**src/rtl/modulo_varredura_matriz_pkg.sv**
```systemverilog
// Shared types and constants for the LED-matrix scan generator.
package modulo_varredura_pkg;

  typedef enum logic [1:0] {
    IDLE  = 2'd0,
    BLANK = 2'd1,
    SCAN  = 2'd2
  } state_e;

  localparam int unsigned MATRIZ_COLS = 5;
  localparam int unsigned MATRIZ_ROWS = 7;
  localparam int unsigned IDX_W       = 3;

  // Counter width for a 0..n-1 range, never narrower than one bit.
  function automatic int unsigned idx_width(input int unsigned n);
    return (n > 1) ? $clog2(n) : 1;
  endfunction

endpackage

```
**src/rtl/modulo_varredura_matriz_if.sv**
```systemverilog
// Control/status bundle between the scan generator and its controller.
interface modulo_varredura_matriz_if;
  import modulo_varredura_pkg::*;

  logic             enable;
  logic             hold;
  logic [IDX_W-1:0] mdc;
  logic [IDX_W-1:0] mdl;
  logic             scan_valid;
  logic             col_strobe;
  logic             frame_done;

  modport master (
    output enable, hold,
    input  mdc, mdl, scan_valid, col_strobe, frame_done
  );

  modport slave (
    input  enable, hold,
    output mdc, mdl, scan_valid, col_strobe, frame_done
  );

endinterface

```
**src/rtl/modulo_varredura_matriz_prescaler.sv**
```systemverilog
// Dwell prescaler: counts 0..PRESCALE-1 with clear and freeze; tick flags the terminal count.
module modulo_prescaler #(
  parameter int unsigned PRESCALE = 50000,
  parameter int unsigned CNT_W    = $clog2(PRESCALE)
) (
  input  logic             clk,
  input  logic             rst_n,
  input  logic             clear,
  input  logic             hold,
  output logic [CNT_W-1:0] count,
  output logic             tick
);

  localparam logic [CNT_W-1:0] LAST = CNT_W'(PRESCALE - 1);

  logic [CNT_W-1:0] count_d, count_q;

  assign tick  = (count_q == LAST);
  assign count = count_q;

  always_comb begin
    count_d = count_q;
    if (clear)      count_d = '0;
    else if (hold)  count_d = count_q;
    else if (tick)  count_d = '0;
    else            count_d = count_q + CNT_W'(1);
  end

  always_ff @(posedge clk or negedge rst_n) begin
    if (!rst_n) count_q <= '0;
    else        count_q <= count_d;
  end

endmodule

```
**src/rtl/modulo_varredura_matriz.sv**
```systemverilog
// LED-matrix scan generator: column-fast/row-slow position walk with dwell and blanking.
// Optional SERPENTINE_SCAN_EN: odd rows scan columns in descending order.
module modulo_varredura_matriz
  import modulo_varredura_pkg::*;
#(
  parameter int unsigned PRESCALE     = 50000,
  parameter int unsigned NUM_COLS     = MATRIZ_COLS,
  parameter int unsigned NUM_ROWS     = MATRIZ_ROWS,
  parameter int unsigned BLANK_CYCLES = 2
) (
  input  logic                      clk,
  input  logic                      reset_n,
  modulo_varredura_matriz_if.slave  bus
);

  localparam int unsigned CNT_W = $clog2(PRESCALE);
  localparam int unsigned CW    = idx_width(NUM_COLS);
  localparam int unsigned RW    = idx_width(NUM_ROWS);

  localparam logic [CW-1:0]    COL_LAST    = CW'(NUM_COLS - 1);
  localparam logic [RW-1:0]    ROW_LAST    = RW'(NUM_ROWS - 1);
  localparam logic [CNT_W-1:0] BLANK_LAST  = CNT_W'((BLANK_CYCLES > 0) ? BLANK_CYCLES - 1 : 0);
  localparam state_e           DWELL_START = (BLANK_CYCLES > 0) ? BLANK : SCAN;
  localparam logic             START_VALID = (BLANK_CYCLES == 0);

  state_e           state_d, state_q;
  logic [CW-1:0]    col_d, col_q, adv_col;
  logic [RW-1:0]    row_d, row_q, adv_row;
  logic             scan_valid_d, scan_valid_q;
  logic             col_strobe_d, col_strobe_q;
  logic             frame_done_d, frame_done_q;
  logic             adv_wrap, descending, col_end;
  logic [CW-1:0]    row_start_col;
  logic [CNT_W-1:0] count;
  logic             tick;

  modulo_prescaler #(
    .PRESCALE (PRESCALE),
    .CNT_W    (CNT_W)
  ) u_prescaler (
    .clk   (clk),
    .rst_n (reset_n),
    .clear ((state_q == IDLE) || !bus.enable),
    .hold  (bus.hold),
    .count (count),
    .tick  (tick)
  );

`ifdef SERPENTINE_SCAN_EN
  assign descending    = row_q[0];
  assign row_start_col = row_q[0] ? '0 : COL_LAST;
`else
  assign descending    = 1'b0;
  assign row_start_col = '0;
`endif

  assign col_end = descending ? (col_q == '0) : (col_q == COL_LAST);

  // Next scan position; the row steps when the column reaches the end of its direction.
  always_comb begin
    adv_col  = col_q;
    adv_row  = row_q;
    adv_wrap = 1'b0;
    if (!col_end) begin
      adv_col = descending ? col_q - CW'(1) : col_q + CW'(1);
    end else if (row_q == ROW_LAST) begin
      adv_col  = '0;
      adv_row  = '0;
      adv_wrap = 1'b1;
    end else begin
      adv_col = row_start_col;
      adv_row = row_q + RW'(1);
    end
  end

  always_comb begin
    state_d      = state_q;
    col_d        = col_q;
    row_d        = row_q;
    scan_valid_d = scan_valid_q;
    col_strobe_d = 1'b0;
    frame_done_d = 1'b0;
    unique case (state_q)
      IDLE: begin
        if (bus.enable) begin
          state_d      = DWELL_START;
          col_d        = '0;
          row_d        = '0;
          scan_valid_d = START_VALID;
          col_strobe_d = 1'b1;
        end
      end
      BLANK, SCAN: begin
        // enable outranks hold: dropping enable always returns to IDLE.
        if (!bus.enable) begin
          state_d      = IDLE;
          col_d        = '0;
          row_d        = '0;
          scan_valid_d = 1'b0;
        end else if (!bus.hold) begin
          if (tick) begin
            state_d      = DWELL_START;
            col_d        = adv_col;
            row_d        = adv_row;
            scan_valid_d = START_VALID;
            col_strobe_d = 1'b1;
            frame_done_d = adv_wrap;
          end else if (state_q == BLANK && count == BLANK_LAST) begin
            state_d      = SCAN;
            scan_valid_d = 1'b1;
          end
        end
      end
      default: begin
        state_d      = IDLE;
        col_d        = '0;
        row_d        = '0;
        scan_valid_d = 1'b0;
      end
    endcase
  end

  always_ff @(posedge clk or negedge reset_n) begin
    if (!reset_n) begin
      state_q      <= IDLE;
      col_q        <= '0;
      row_q        <= '0;
      scan_valid_q <= 1'b0;
      col_strobe_q <= 1'b0;
      frame_done_q <= 1'b0;
    end else begin
      state_q      <= state_d;
      col_q        <= col_d;
      row_q        <= row_d;
      scan_valid_q <= scan_valid_d;
      col_strobe_q <= col_strobe_d;
      frame_done_q <= frame_done_d;
    end
  end

  assign bus.mdc        = IDX_W'(col_q);
  assign bus.mdl        = IDX_W'(row_q);
  assign bus.scan_valid = scan_valid_q;
  assign bus.col_strobe = col_strobe_q;
  assign bus.frame_done = frame_done_q;

endmodule

```
**src/flat_wrapper.sv**
```systemverilog
// flat-port wrapper written by rule: the top's interface ports become plain ports
module modulo_varredura_matriz_flat import modulo_varredura_pkg::*;
#(
  parameter int unsigned PRESCALE     = 50000,
  parameter int unsigned NUM_COLS     = MATRIZ_COLS,
  parameter int unsigned NUM_ROWS     = MATRIZ_ROWS,
  parameter int unsigned BLANK_CYCLES = 2
)
  (clk, reset_n, bus_enable, bus_hold, bus_mdc, bus_mdl, bus_scan_valid, bus_col_strobe, bus_frame_done);
  modulo_varredura_matriz_if bus_i ();
  input  logic clk;
  input  logic reset_n;
  input wire logic [$bits(bus_i.enable)-1:0] bus_enable;
  input wire logic [$bits(bus_i.hold)-1:0] bus_hold;
  output wire logic [$bits(bus_i.mdc)-1:0] bus_mdc;
  output wire logic [$bits(bus_i.mdl)-1:0] bus_mdl;
  output wire logic [$bits(bus_i.scan_valid)-1:0] bus_scan_valid;
  output wire logic [$bits(bus_i.col_strobe)-1:0] bus_col_strobe;
  output wire logic [$bits(bus_i.frame_done)-1:0] bus_frame_done;
  assign bus_i.enable = bus_enable;
  assign bus_i.hold = bus_hold;
  assign bus_mdc = bus_i.mdc;
  assign bus_mdl = bus_i.mdl;
  assign bus_scan_valid = bus_i.scan_valid;
  assign bus_col_strobe = bus_i.col_strobe;
  assign bus_frame_done = bus_i.frame_done;
  modulo_varredura_matriz #(.PRESCALE(PRESCALE), .NUM_COLS(NUM_COLS), .NUM_ROWS(NUM_ROWS), .BLANK_CYCLES(BLANK_CYCLES)) u_core (.clk(clk), .reset_n(reset_n), .bus(bus_i));
endmodule
```
**config.mk**
```make
export PLATFORM = sky130hd
export DESIGN_NAME = modulo_varredura_matriz_flat
export DESIGN_NICKNAME = d
export VERILOG_FILES = /design/src/rtl/modulo_varredura_matriz_pkg.sv /design/src/rtl/modulo_varredura_matriz_if.sv /design/src/rtl/modulo_varredura_matriz_prescaler.sv /design/src/rtl/modulo_varredura_matriz.sv /design/src/flat_wrapper.sv
export SDC_FILE = /design/constraint.sdc
export NUM_CORES = 1
export LEC_CHECK = 0
export CAP_MARGIN = 20
export CORE_ASPECT_RATIO = 1.1
export CORE_MARGIN = 5
export CORE_UTILIZATION = 58
export DETAILED_ROUTE_END_ITERATION = 10
export HOLD_SLACK_MARGIN = 0.1
export PLACE_DENSITY = 0.79
export SLEW_MARGIN = 20
export SYNTH_ARGS = -nofsm -noshare
export SYNTH_HDL_FRONTEND = slang
export SYNTH_HIERARCHICAL = 1
export SYNTH_SLANG_ARGS = --single-unit
```
**constraint.sdc**
```tcl
create_clock -name clk -period 2.85 [get_ports clk]
set_input_delay 0.4275 -clock clk [delete_from_list [all_inputs] [get_ports clk]]
set_output_delay 0.4275 -clock clk [all_outputs]
set_load 0.05 [all_outputs]
```
==> impl_metrics.yaml, run 1 <==
cells_and_area:
  instances_no_fill: 220
  fillCellCount: 228
  antenna_cells: 0
  fin_area_mm2: 0.00185
  drive_gt1_share_pct: 10.7
  nets: 199
  area_growth_pct: 9.06
yosys:
  ys.flop_type: "dfrtp_1"
  synth_fa_ha_area_share_pct: 5.16
  synth_top_family_by_area: "simple AND/OR/NAND/NOR gates"
  synth_cells: 175
  synth.distinct_cells: 52
  synth_area_leaders: "dfrtp_1 (40%), ha_1 (5.2%), nor2_1 (3.1%)"
  synth_top_area_share_pct: 39.8
  synth_common_cells: "dfrtp_1 (27), nor2_1 (14), nand2_1 (11), nand3_1 (9)"
  synth-xor-area-share_pct: 4.13
  synthMuxAreaShare_pct: 1.99
  yosys_warnings: 6
  synth_top_cell_by_area: "dfrtp_1"
  yosysMostFrequentCell: "dfrtp_1"
  synth_nets: 186
  yosys_register_bits: 27
  seq_area_frac_synth_pct: 39.8
  synthSimpleGateAreaFrac_pct: 30.1
  synth_compound_area_share_pct: 14.7
  synthesis.area_mm2: 0.00170
  synthArstFlopShare_pct: 100
  syn_area_per_cell_um2: 9.70
  synth_edf_count: 0
routing:
  vias: 1433
  vias_per_cell: 6.51
  drt-total-wl_um: 3680
  dr.pass1.iters: 4
  ant_nets: 0
  wl_per_cell_um: 16.7
  drt_iter0_markers: 64
  drcViolationCount: 0
clocking:
  cts-buffers-inserted: 3
  cts_buffer_depth: 2
  cts_tree: "yes"
  cts-root-buf: "clkbuf_4"
  cts_resized: 0
  insertion_delay_ns: 0.32
  htreeDepth: 1
  cts_sinks: 27
  ctsHoldBuffers: 0
  post-cts-setup-buffer-count: 0
  path_clk_slew_ns: 0.15
pwr:
  p_leak_uw: 0.000750
  p_per_area_mw_per_mm2: 558
  vdd_drop_max_mv: 0.540
sta:
  rsz0062_at_grt: "no"
  finalHoldViolCount: 0
  fmax_mhz: 415
  layout_min_cycle_time_ns: 2.41
  finalSetupViolCount: 0
  relSlewSlack_pct: 60.1
  post-route-period-util_pct: 84.5
  tightest_slew_ns: 0.591
  fin_setup_tns_ns: 0
  drv_slew: 0
  fin_skew_ns: 0.00310
worst_setup_path:
  r2r_end: "u_core/bus.mdl[1]"
  reg2reg_slack_ns: 0.44
  rr_worst_depth: 6
  reg2reg_from: "u_core/u_prescaler/count[4]"
  required_ns: 3.06
  end_kind: "flop"
  arrival_ns: 2.62
  worstSetupPathType: "flop to flop"
  start_kind: "flop"
  critical_path_peak_fanout: 17
run_status:
  status: "completed"
floorplan:
  die_w_um: 61.6
  initial_core_util_pct: 60.6
  boundaryPins: 13
  dieHeight_um: 66.7
  fp-row-count: 20
  core-area_mm2: 0.00280
  die-area_mm2: 0.00411
place:
  place_area_mm2: 0.00182
  port_buffers: 12
  gp_congestion: 0.843
  dp_hpwl_um: 2560
  place_inst: 216
global_route:
  grt_overflow_total: 0
  grt_pass1_vias: 1485
  grt_antenna_before_repair: 0
  grt_max_degree: 28
  grt_pass1_wl_um: 6490
  grt_usage_pct: 20.6
min_path:
  hp-class: "primary input to asynchronous set/reset pin"
job:
  maxCapViolations: 0
routing by layer:
layer,wire length (um),share of wire (%),up-vias,global-route usage (%)
met5,0,0,-,0
met4,89,2.4,0,11.4
met3,202,5.5,11,2.71
met2,1840,50,57,34.0
met1,1550,42,692,25.1
li1,-,-,673,-
registers in the layout, summed over array words and instances, names as in the netlist:
register / count
u_core/bus.frame_done: 1
u_core/bus.col_strobe: 1
u_core/bus.mdc: 3
u_core/state_q: 2
u_core/bus.scan_valid: 1
u_core/bus.mdl: 3
u_core/u_prescaler/count: 16
report_power, final:
part           leakage, uW  total, uW  switching [uW]  internal, uW
clock            0.0000139        168             114          53.6
combinational     0.000365        419             264           155
sequential        0.000371        446            31.3           415
cell type report:
cell class                      count  area, um^2  share of cell area [%]
Clock buffer                        3        22.5                    1.22
Clock inverter                      1        7.51                   0.405
Inverter                            7        26.3                    1.42
Multi-Input combinational cell    136         951                    51.4
Sequential cell                    27         676                    36.5
Tap cell                           33        41.3                    2.23
Timing Repair Buffer               13         128                    6.89
layout by cell type, fill, tap and decap left out, types with 2 or more instances in the layout:
master | Yosys | layout
dfrtp_1 | 27 | 27
nor2_1 | 14 | 14
clkdlybuf4s50_1 | 0 | 12
nand2_1 | 11 | 11
nand3_1 | 9 | 9
nor4_1 | 7 | 7
o21ai_0 | 7 | 7
nand4_1 | 7 | 7
ha_1 | 7 | 7
inv_1 | 6 | 6
nor3_1 | 6 | 6
xnor2_1 | 5 | 5
a21oi_1 | 4 | 4
o31ai_1 | 4 | 4
clkbuf_4 | 1 | 3
and3_1 | 3 | 3
a21o_1 | 3 | 3
nor4b_1 | 3 | 3
mux2_1 | 3 | 3
nor3b_1 | 3 | 3
o311ai_0 | 3 | 3
o21a_1 | 3 | 3
xor2_1 | 3 | 3
or2b_1 | 2 | 2
o21ai_2 | 2 | 2
nor4bb_1 | 2 | 2
nand2b_1 | 2 | 2
worst max path at each step:
stage	startpoint	endpoint	slack [ns]	depth (start not counted)
2_1_floorplan	u_core/state_q[0]	u_core/u_prescaler/count[14]	0.81	7
3_3_place_gp	bus_enable	u_core/u_prescaler/count[14]	0.42	5
3_5_place_dp	bus_enable	u_core/u_prescaler/count[14]	0.37	5
4_1_cts	u_core/u_prescaler/count[4]	u_core/bus.mdl[1]	0.52	6
5_1_grt	u_core/u_prescaler/count[4]	u_core/bus.mdl[1]	0.34	6
6_report	u_core/u_prescaler/count[4]	u_core/bus.mdl[1]	0.44	6
logic make-up after synthesis:
family | count (synthesis)
buf+inv | 12
mux | 3
fa+ha+maj | 7
compound gates | 33
flops | 27
simple gates | 85
xor+xnor | 8
critical path: stages, from the launching register on:
cell and delay (ns):
dfrtp_1 0.49, nor4b_1 0.59, and4_4 0.45, and2b_1 0.23, o21ai_2 0.13, o31ai_1 0.27
o21ai_0 0.12
through the flow:
| step | utilization (%) | worst slack, ns | power (uW) | hold WS [ns] |
|---|---|---|---|---|
| 6_report | 66.1 | 0.441 | 1030 | 0.447 |
| 5_1_grt | 66.1 | 0.344 | 1110 | 0.452 |
| 3_3_place_gp | 65.0 | 0.421 | 850 | 0.470 |
| 2_1_floorplan | - | 0.810 | 760 | 0.132 |
| 3_5_place_dp | 65.0 | 0.374 | 866 | 0.484 |
| 4_1_cts | 66.1 | 0.522 | 1040 | 0.452 |
Note: power is estimated with default switching activity, not from simulation.
==> run 2, diff against run 1 <==
- clock period: 2.85 -> 2.5 ns (I/O delays scaled with it)
==> impl_metrics.yaml, run 2 (synthesized netlist as in run 1, its figures left out) <==
routing:
  top_layer_used: "met4"
  drt_iter0_markers: 117
  vias: 1450
  wirelength_met1_um: 1650
  ant_nets: 0
  wl_per_cell_um: 17.7
  wl_met2_um: 1960
  wl_met3_um: 279
  vias_per_cell: 6.53
  drt-total-wl_um: 3940
  drcViolationCount: 0
  dr.pass1.iters: 4
sta:
  hold_ws_ns: 0.400
  post-route-period-util_pct: 90.9
  drv_slew: 0
  layout_min_cycle_time_ns: 2.27
  rsz0062_at_grt: "no"
  fin_skew_ns: 0.00182
  finalHoldViolCount: 0
  fmax_mhz: 440
  finalSetupViolCount: 0
  tightest_slew_ns: 0.541
  fin_setup_tns_ns: 0
  relSlewSlack_pct: 63.9
cells_and_area:
  layout_common_cells: "dfrtp_1 (27), nor2_1 (14), clkdlybuf4s50_1 (12)"
  nets: 201
  fillCellCount: 208
  fin_util_pct: 67.1
  area_growth_pct: 10.7
  largest_register_ffs: 16
  antenna_cells: 0
  final_common_cell: "dfrtp_1"
  drive_gt1_share_pct: 12.7
clocking:
  cts_buffer_depth: 2
  cts_resized: 0
  ctsHoldBuffers: 0
  path_clk_slew_ns: 0.15
  cts_sinks: 27
  cts_tree: "yes"
  cts-buffers-inserted: 3
  cts-root-buf: "clkbuf_4"
  insertion_delay_ns: 0.33
  htreeDepth: 1
  post-cts-setup-buffer-count: 0
pwr:
  sw_frac_of_total_pct: 40.6
  p_clk_share_pct: 16.2
  p_sw_uw: 488
  total_power_uw: 1200
  seq_power_share_pct: 42.3
  vdd_drop_max_mv: 0.623
  p_leak_uw: 0.000761
  p_comb_share_pct: 41.5
  p_int_uw: 715
  p_per_area_mw_per_mm2: 640
global_route:
  grt_max_degree: 28
  grt_overflow_total: 0
  grt_usage_pct: 21.6
  grt_pass1_wl_um: 6700
  grt_pass1_vias: 1430
  grt_antenna_before_repair: 0
worst_setup_path:
  required_ns: 2.72
  critical_path_peak_fanout: 17
  worstSetupPathType: "flop to flop"
  start_kind: "flop"
  end_kind: "flop"
  arrival_ns: 2.49
floorplan:
  die-area_mm2: 0.00411
  core-area_mm2: 0.00280
  die_w_um: 61.6
  boundaryPins: 13
  initial_core_util_pct: 60.6
  fp-row-count: 20
  dieHeight_um: 66.7
place:
  gp_congestion: 0.867
  dp_hpwl_um: 2710
  port_buffers: 12
min_path:
  hp-class: "primary input to asynchronous set/reset pin"
run_status:
  status: "completed"
job:
  maxCapViolations: 0
[run 2: worst max-delay path: stages, from the launching register on]
cell	delay, ns
dfrtp_1	0.47
nor4b_1	0.49
and4_4	0.45
and2b_1	0.23
o21ai_2	0.14
o31ai_1	0.27
o21ai_0	0.12
[run 2: cell type report]
| type | instances | area (um^2) | area share [%] |
|---|---|---|---|
| Timing Repair Buffer | 15 | 143 | 7.59 |
| Tap cell | 33 | 41.3 | 2.20 |
| Clock buffer | 3 | 22.5 | 1.20 |
| Multi-Input combinational cell | 136 | 963 | 51.3 |
| Inverter | 7 | 26.3 | 1.40 |
| Sequential cell | 27 | 676 | 36.0 |
| Clock inverter | 1 | 7.51 | 0.399 |
[run 2: through the flow]
step           std cells  area [um^2]  setup WS (ns)
2_1_floorplan        175         1700          0.460
3_3_place_gp         218         1840          0.256
3_5_place_dp         218         1840          0.175
4_1_cts              222         1870          0.165
5_1_grt              222         1880         0.0643
6_report             222         1880          0.227
[run 2: worst paths after layout]
kind / slack (ns) / endpoint / start / cells past startpoint
min in group clk: 0.51 / u_core/bus.mdc[2] / u_core/bus.mdc[2] / 1
max: 0.23 / u_core/bus.mdl[1] / u_core/u_prescaler/count[12] / 6
max reg2reg: 0.23 / u_core/bus.mdl[1] / u_core/u_prescaler/count[12] / 6
max in group asynchronous: 1.85 / u_core/u_prescaler/count[12] / reset_n / 2
min: 0.40 / u_core/bus.col_strobe / reset_n / 2
min reg2reg: 0.51 / u_core/bus.mdc[2] / u_core/bus.mdc[2] / 1
[run 2: metal layers]
metal	global-route usage, %	up-vias
met4	9.02	0
li1	-	680
met3	3.68	9
met2	36.3	64
met5	0	-
met1	26.7	697
[run 2: power groups by stage]
stage	logic, uW	registers, uW	clock network [uW]
after floorplan	300	566	0
after global placement	461	511	0
after global routing	541	514	224
final	499	509	194
after CTS	491	509	202
after detailed placement	490	517	0
==> run 3, diff against run 2 <==
- GPL_ROUTABILITY_DRIVEN: unset -> 0
- SLEW_MARGIN: 20 -> 10
==> results of run 3 <==
No change in the layout: final DEF, timing and power equal those of run 2.
